===== src/rtl/dmem_arbiter.sv =====
// Round-robin arbiter that lets the CPU LSU and the debug/loader port share one
// single-port data memory, with a fixed-latency read-return tracker and contention stats.
module dmem_arbiter #(
  parameter int ADDR_W = 32,
  parameter int DATA_W = 32,
  parameter int RD_LAT = 1,
  parameter int CNT_W  = 16
) (
  input  logic                  i_clk,
  input  logic                  i_reset,

  input  logic                  i_m0_req,
  input  logic                  i_m0_we,
  input  logic [ADDR_W-1:0]     i_m0_addr,
  input  logic [DATA_W-1:0]     i_m0_wdata,
  input  logic [DATA_W/8-1:0]   i_m0_bmask,
  output logic                  o_m0_gnt,
  output logic                  o_m0_rvalid,
  output logic [DATA_W-1:0]     o_m0_rdata,

  input  logic                  i_m1_req,
  input  logic                  i_m1_we,
  input  logic [ADDR_W-1:0]     i_m1_addr,
  input  logic [DATA_W-1:0]     i_m1_wdata,
  input  logic [DATA_W/8-1:0]   i_m1_bmask,
  output logic                  o_m1_gnt,
  output logic                  o_m1_rvalid,
  output logic [DATA_W-1:0]     o_m1_rdata,

  output logic                  o_mem_en,
  output logic                  o_mem_we,
  output logic [ADDR_W-1:0]     o_mem_addr,
  output logic [DATA_W-1:0]     o_mem_wdata,
  output logic [DATA_W/8-1:0]   o_mem_bmask,
  input  logic [DATA_W-1:0]     i_mem_rdata,

  output logic                  o_cpu_stall,
  output logic [CNT_W-1:0]      o_conflict_cnt
);

  localparam int BM_W = DATA_W / 8;

  // lastGnt_q: 0 = master 0 granted last, 1 = master 1 granted last
  logic              lastGnt_q, lastGnt_d;
  logic [RD_LAT-1:0] pipeValid_q, pipeValid_d;
  logic [RD_LAT-1:0] pipeId_q, pipeId_d;
  logic [CNT_W-1:0]  conflictCnt_q, conflictCnt_d;

  logic m0Gnt;
  logic m1Gnt;
  logic memRead;
  logic exitValid;
  logic exitId;

  // Grants are suppressed while reset is asserted so nothing reaches memory.
  always_comb begin
    m0Gnt = 1'b0;
    m1Gnt = 1'b0;
    if (i_reset) begin
      if (i_m0_req && i_m1_req) begin
        if (lastGnt_q) begin
          m0Gnt = 1'b1;
        end else begin
          m1Gnt = 1'b1;
        end
      end else begin
        m0Gnt = i_m0_req;
        m1Gnt = i_m1_req;
      end
    end
  end

  always_comb begin
    o_mem_en    = 1'b0;
    o_mem_we    = 1'b0;
    o_mem_addr  = '0;
    o_mem_wdata = '0;
    o_mem_bmask = '0;
    if (m0Gnt) begin
      o_mem_en    = 1'b1;
      o_mem_we    = i_m0_we;
      o_mem_addr  = i_m0_addr;
      o_mem_wdata = i_m0_wdata;
      o_mem_bmask = i_m0_bmask;
    end else if (m1Gnt) begin
      o_mem_en    = 1'b1;
      o_mem_we    = i_m1_we;
      o_mem_addr  = i_m1_addr;
      o_mem_wdata = i_m1_wdata;
      o_mem_bmask = i_m1_bmask;
    end
  end

  assign memRead = (m0Gnt & ~i_m0_we) | (m1Gnt & ~i_m1_we);

  always_comb begin
    lastGnt_d = lastGnt_q;
    if (m0Gnt) begin
      lastGnt_d = 1'b0;
    end else if (m1Gnt) begin
      lastGnt_d = 1'b1;
    end

    // Stage 0 captures the read issued this cycle; the top stage lines up with i_mem_rdata.
    pipeValid_d    = '0;
    pipeId_d       = '0;
    pipeValid_d[0] = memRead;
    pipeId_d[0]    = m1Gnt;
    for (int i = 1; i < RD_LAT; i++) begin
      pipeValid_d[i] = pipeValid_q[i-1];
      pipeId_d[i]    = pipeId_q[i-1];
    end

    conflictCnt_d = conflictCnt_q;
    if (i_m0_req && i_m1_req && !(&conflictCnt_q)) begin
      conflictCnt_d = conflictCnt_q + CNT_W'(1);
    end
  end

  always_ff @(posedge i_clk or negedge i_reset) begin
    if (!i_reset) begin
      lastGnt_q     <= 1'b1;
      pipeValid_q   <= '0;
      pipeId_q      <= '0;
      conflictCnt_q <= '0;
    end else begin
      lastGnt_q     <= lastGnt_d;
      pipeValid_q   <= pipeValid_d;
      pipeId_q      <= pipeId_d;
      conflictCnt_q <= conflictCnt_d;
    end
  end

  assign exitValid = pipeValid_q[RD_LAT-1];
  assign exitId    = pipeId_q[RD_LAT-1];

  assign o_m0_gnt       = m0Gnt;
  assign o_m1_gnt       = m1Gnt;
  assign o_m0_rvalid    = exitValid & ~exitId;
  assign o_m1_rvalid    = exitValid & exitId;
  assign o_m0_rdata     = o_m0_rvalid ? i_mem_rdata : '0;
  assign o_m1_rdata     = o_m1_rvalid ? i_mem_rdata : '0;
  assign o_cpu_stall    = i_m0_req & ~m0Gnt;
  assign o_conflict_cnt = conflictCnt_q;

  logic unusedBm;
  assign unusedBm = (BM_W == 0);

endmodule


===== config.mk =====
export PLATFORM = sky130hd
export DESIGN_NAME = dmem_arbiter
export DESIGN_NICKNAME = d
export VERILOG_FILES = /design/src/rtl/dmem_arbiter.sv
export SDC_FILE = /design/constraint.sdc
export NUM_CORES = 1
export LEC_CHECK = 0
export CAP_MARGIN = 0
export CORE_AREA = 2 2 129 131
export CTS_CLUSTER_DIAMETER = 40
export CTS_CLUSTER_SIZE = 24
export DETAILED_ROUTE_END_ITERATION = 8
export DIE_AREA = 0 0 131 133
export DONT_BUFFER_PORTS = 1
export PLACE_DENSITY = 0.3
export SLEW_MARGIN = 30
export SYNTH_ARGS = -nofsm -noshare
export SYNTH_HDL_FRONTEND = slang
export SYNTH_SLANG_ARGS = --single-unit

===== constraint.sdc =====
create_clock -name i_clk -period 2.3 [get_ports i_clk]
set_input_delay 0.46 -clock i_clk [delete_from_list [all_inputs] [get_ports i_clk]]
set_output_delay 0.46 -clock i_clk [all_outputs]
set_load 0.005 [all_outputs]

==> out/metrics.yaml <==
outcome: "complete, no violations"
hold_path.class: "primary input to async pin"
r2r-start: "o_conflict_cnt[0]"
cp_max_fo: 66
area_growth_pct: 18.1
track_usage: 0.0973
routed_wl_mm: 9.70
ys_ff_latch: 19
drive_gt1_frac: 0.0965
syn_avg_cell_area_sq_um: 8.58
cp_num_buf_inv: 2
die_area_sq_mm: 0.0174
rows: 47
core-area_sq_mm: 0.0162
start_util: 0.127
use_met2: 0.164
dpl.hpwl_mm: 8.25
grt_max_degree: 67
hold_violations: 0
die_y_um: 133
crit_family: "flip-flops"
port_buffers: 0
crit_slowest_cell: "dfstp_2"
cts_buffer_depth: 2
setup_viol: 0
synth_area_sq_mm: 0.00205
routedWlPerCell_um: 21.6
synth-seq-area-share: 0.232
power_leakage_nw: 1.05
top_usage_layer: "met2"
yosysUniqueCellTypes: 34
viasPerCell: 4.82
dpl_cell_area_sq_mm: 0.00233
path_cells: "inv_1 -> a21oi_4 -> buf_12 -> a22o_1"
startpoint_type: "flip-flop"
grt_use_met1: 0.120
cts_tree: "yes"
critical_path_class: "flip-flop to output pin"
ir_worst_vdd_uv: 315
die_w_um: 131
cp-end-kind: "output pin"
gp_congestion: 0.826
final_cell_area_sq_mm: 0.00242
mostFrequentLayoutCell: "a22o_1"
post_cts_buffers: 0
grt_first_pass_wirelength_mm: 12.3
cp.required_ns: 1.84
grt_pass1_vias: 1878
via_count: 2162
root_buffer: "clkbuf_16"
fin_skew_ns: 0.00740
gr-total-overflow: 0
max_slew_margin: 0.645
synth_nets: 414
clk_pin_slew_ns: 0.06
h-tree-depth: 1
fin_crit_ns: 2.10
tns_ns: 0
synth_warnings: 0
ioPinCount: 329
timing.rr.end: "o_conflict_cnt[1]"
first_iter_violations: 91
power.density_mw_per_mm2: 528
post-route-period-util: 0.913
regToRegSetupSlack_ns: 0.37
antenna_left: 0
final_cell_mix: "a22o_1, and3_1, and2_1"
worst_slew_pin_slew_ns: 0.528
finalNetCount: 404
worstPathArrival_ns: 1.64
cts_sinks: 19
synth_cells: 239
clk_latency_ns: 0.25
max_stage_delay_ns: 0.57
use_met3: 0.0255
first_pass_iters: 4
drv_cap: 0
rsz0062_at_grt: "false"
reg2reg_depth: 5
cts_buffers: 3
drc: 0
fmax_mhz: 476
slew_violations: 0
antenna_found_initial: 1
-- power breakdown --
part | switching (mW) | total, mW | internal (mW)
clock network | 0.129 | 0.362 | 0.233
registers | 0.113 | 0.512 | 0.399
logic | 0.229 | 0.405 | 0.176
total | 0.471 | 1.28 | 0.808
-- stage by stage --
stage	cells	util	worst slack (ns)	total power, mW	hold WS [ns]
2_1_floorplan	239	-	0.501	0.796	0.164
3_3_place_gp	443	0.144	0.421	0.923	0.165
3_5_place_dp	443	0.144	0.379	0.924	0.165
4_1_cts	448	0.150	0.202	1.31	0.0369
5_1_grt	449	0.150	0.127	1.37	0.0309
6_report	449	0.150	0.201	1.28	0.0464
-- synth_stat cells, drive strengths merged --
cell type / n / share of area
nor4b: 1 / 0.0043
nor2b: 2 / 0.0061
a21oi: 2 / 0.0067
nand4: 4 / 0.020
inv: 3 / 0.0055
o21ai: 1 / 0.0024
nor3: 3 / 0.0073
a22o: 69 / 0.29
or3: 1 / 0.0031
a2111oi: 1 / 0.013
dfrtp: 18 / 0.22
dfstp: 1 / 0.013
o22ai: 1 / 0.0031
xnor2: 5 / 0.021
ha: 1 / 0.0061
nand2: 7 / 0.014
nand3: 8 / 0.020
and2: 33 / 0.10
nor3b: 1 / 0.0037
nor2: 1 / 0.0031
and3: 34 / 0.10
and4: 2 / 0.0085
nor4: 4 / 0.020
o2111ai: 1 / 0.0043
o21a: 2 / 0.0073
mux2: 2 / 0.013
buf: 1 / 0.0024
clkbuf: 22 / 0.040
xor2: 8 / 0.034
-- how the worst max path moves through the flow --
stage               slack (ns)                 to               from  depth (start not counted)
finish                    0.20     o_mem_wdata[9]          lastGnt_q                          4
global route              0.13     o_mem_addr[29]          lastGnt_q                          4
CTS                       0.20    o_mem_wdata[31]          lastGnt_q                          4
detailed placement        0.38  o_conflict_cnt[1]  o_conflict_cnt[0]                          5
global placement          0.42  o_conflict_cnt[1]  o_conflict_cnt[0]                          5
floorplan                 0.50     o_mem_addr[23]          lastGnt_q                          4
-- registers in the layout (all words and copies together) (netlist names) --
| register | flops |
|---|---|
| o_conflict_cnt | 16 |
| lastGnt_q | 1 |
| exitValid | 1 |
| exitId | 1 |
-- metal layers --
metal	vias up	routed length [um]
li1	900	-
met1	1030	3600
met2	218	4690
met3	14	1130
met4	0	282
met5	-	0
-- kinds of logic (layout without fill, tap and decap cells) --
family                     Yosys count  count (layout)  share of synthesized area
adders and majority gates            1               1                    0.00610
other                                0               1                          0
buffers and inverters               26              15                     0.0482
muxes                                2               2                     0.0128
DFF                                 19              19                      0.232
xor gates and xnor gates            13              13                     0.0555
and+or+nand+nor                    101             101                      0.313
AOI/OAI and AO/OA                   77              77                      0.332
-- final cells by class --
type                    instances  area [sq um]
fillers                      1796         13700
multi-input cells             194          1490
flip-flops and latches         19           477
well taps                     220           275
repair buffers                  8          82.6
clock buffers                   3          75.1
inverters                       3          11.3
clock inverters                 1          5.00
diodes                          1          2.50
-- what timing repair did --
| item | 4_1_cts | 5_1_grt |
|---|---|---|
| hold endpoints to repair | 18 | 0 |
| resized for setup | 0 | 0 |
| hold buffers | 1 | 0 |
No activity file was read; power rests on OpenSTA's default activity.
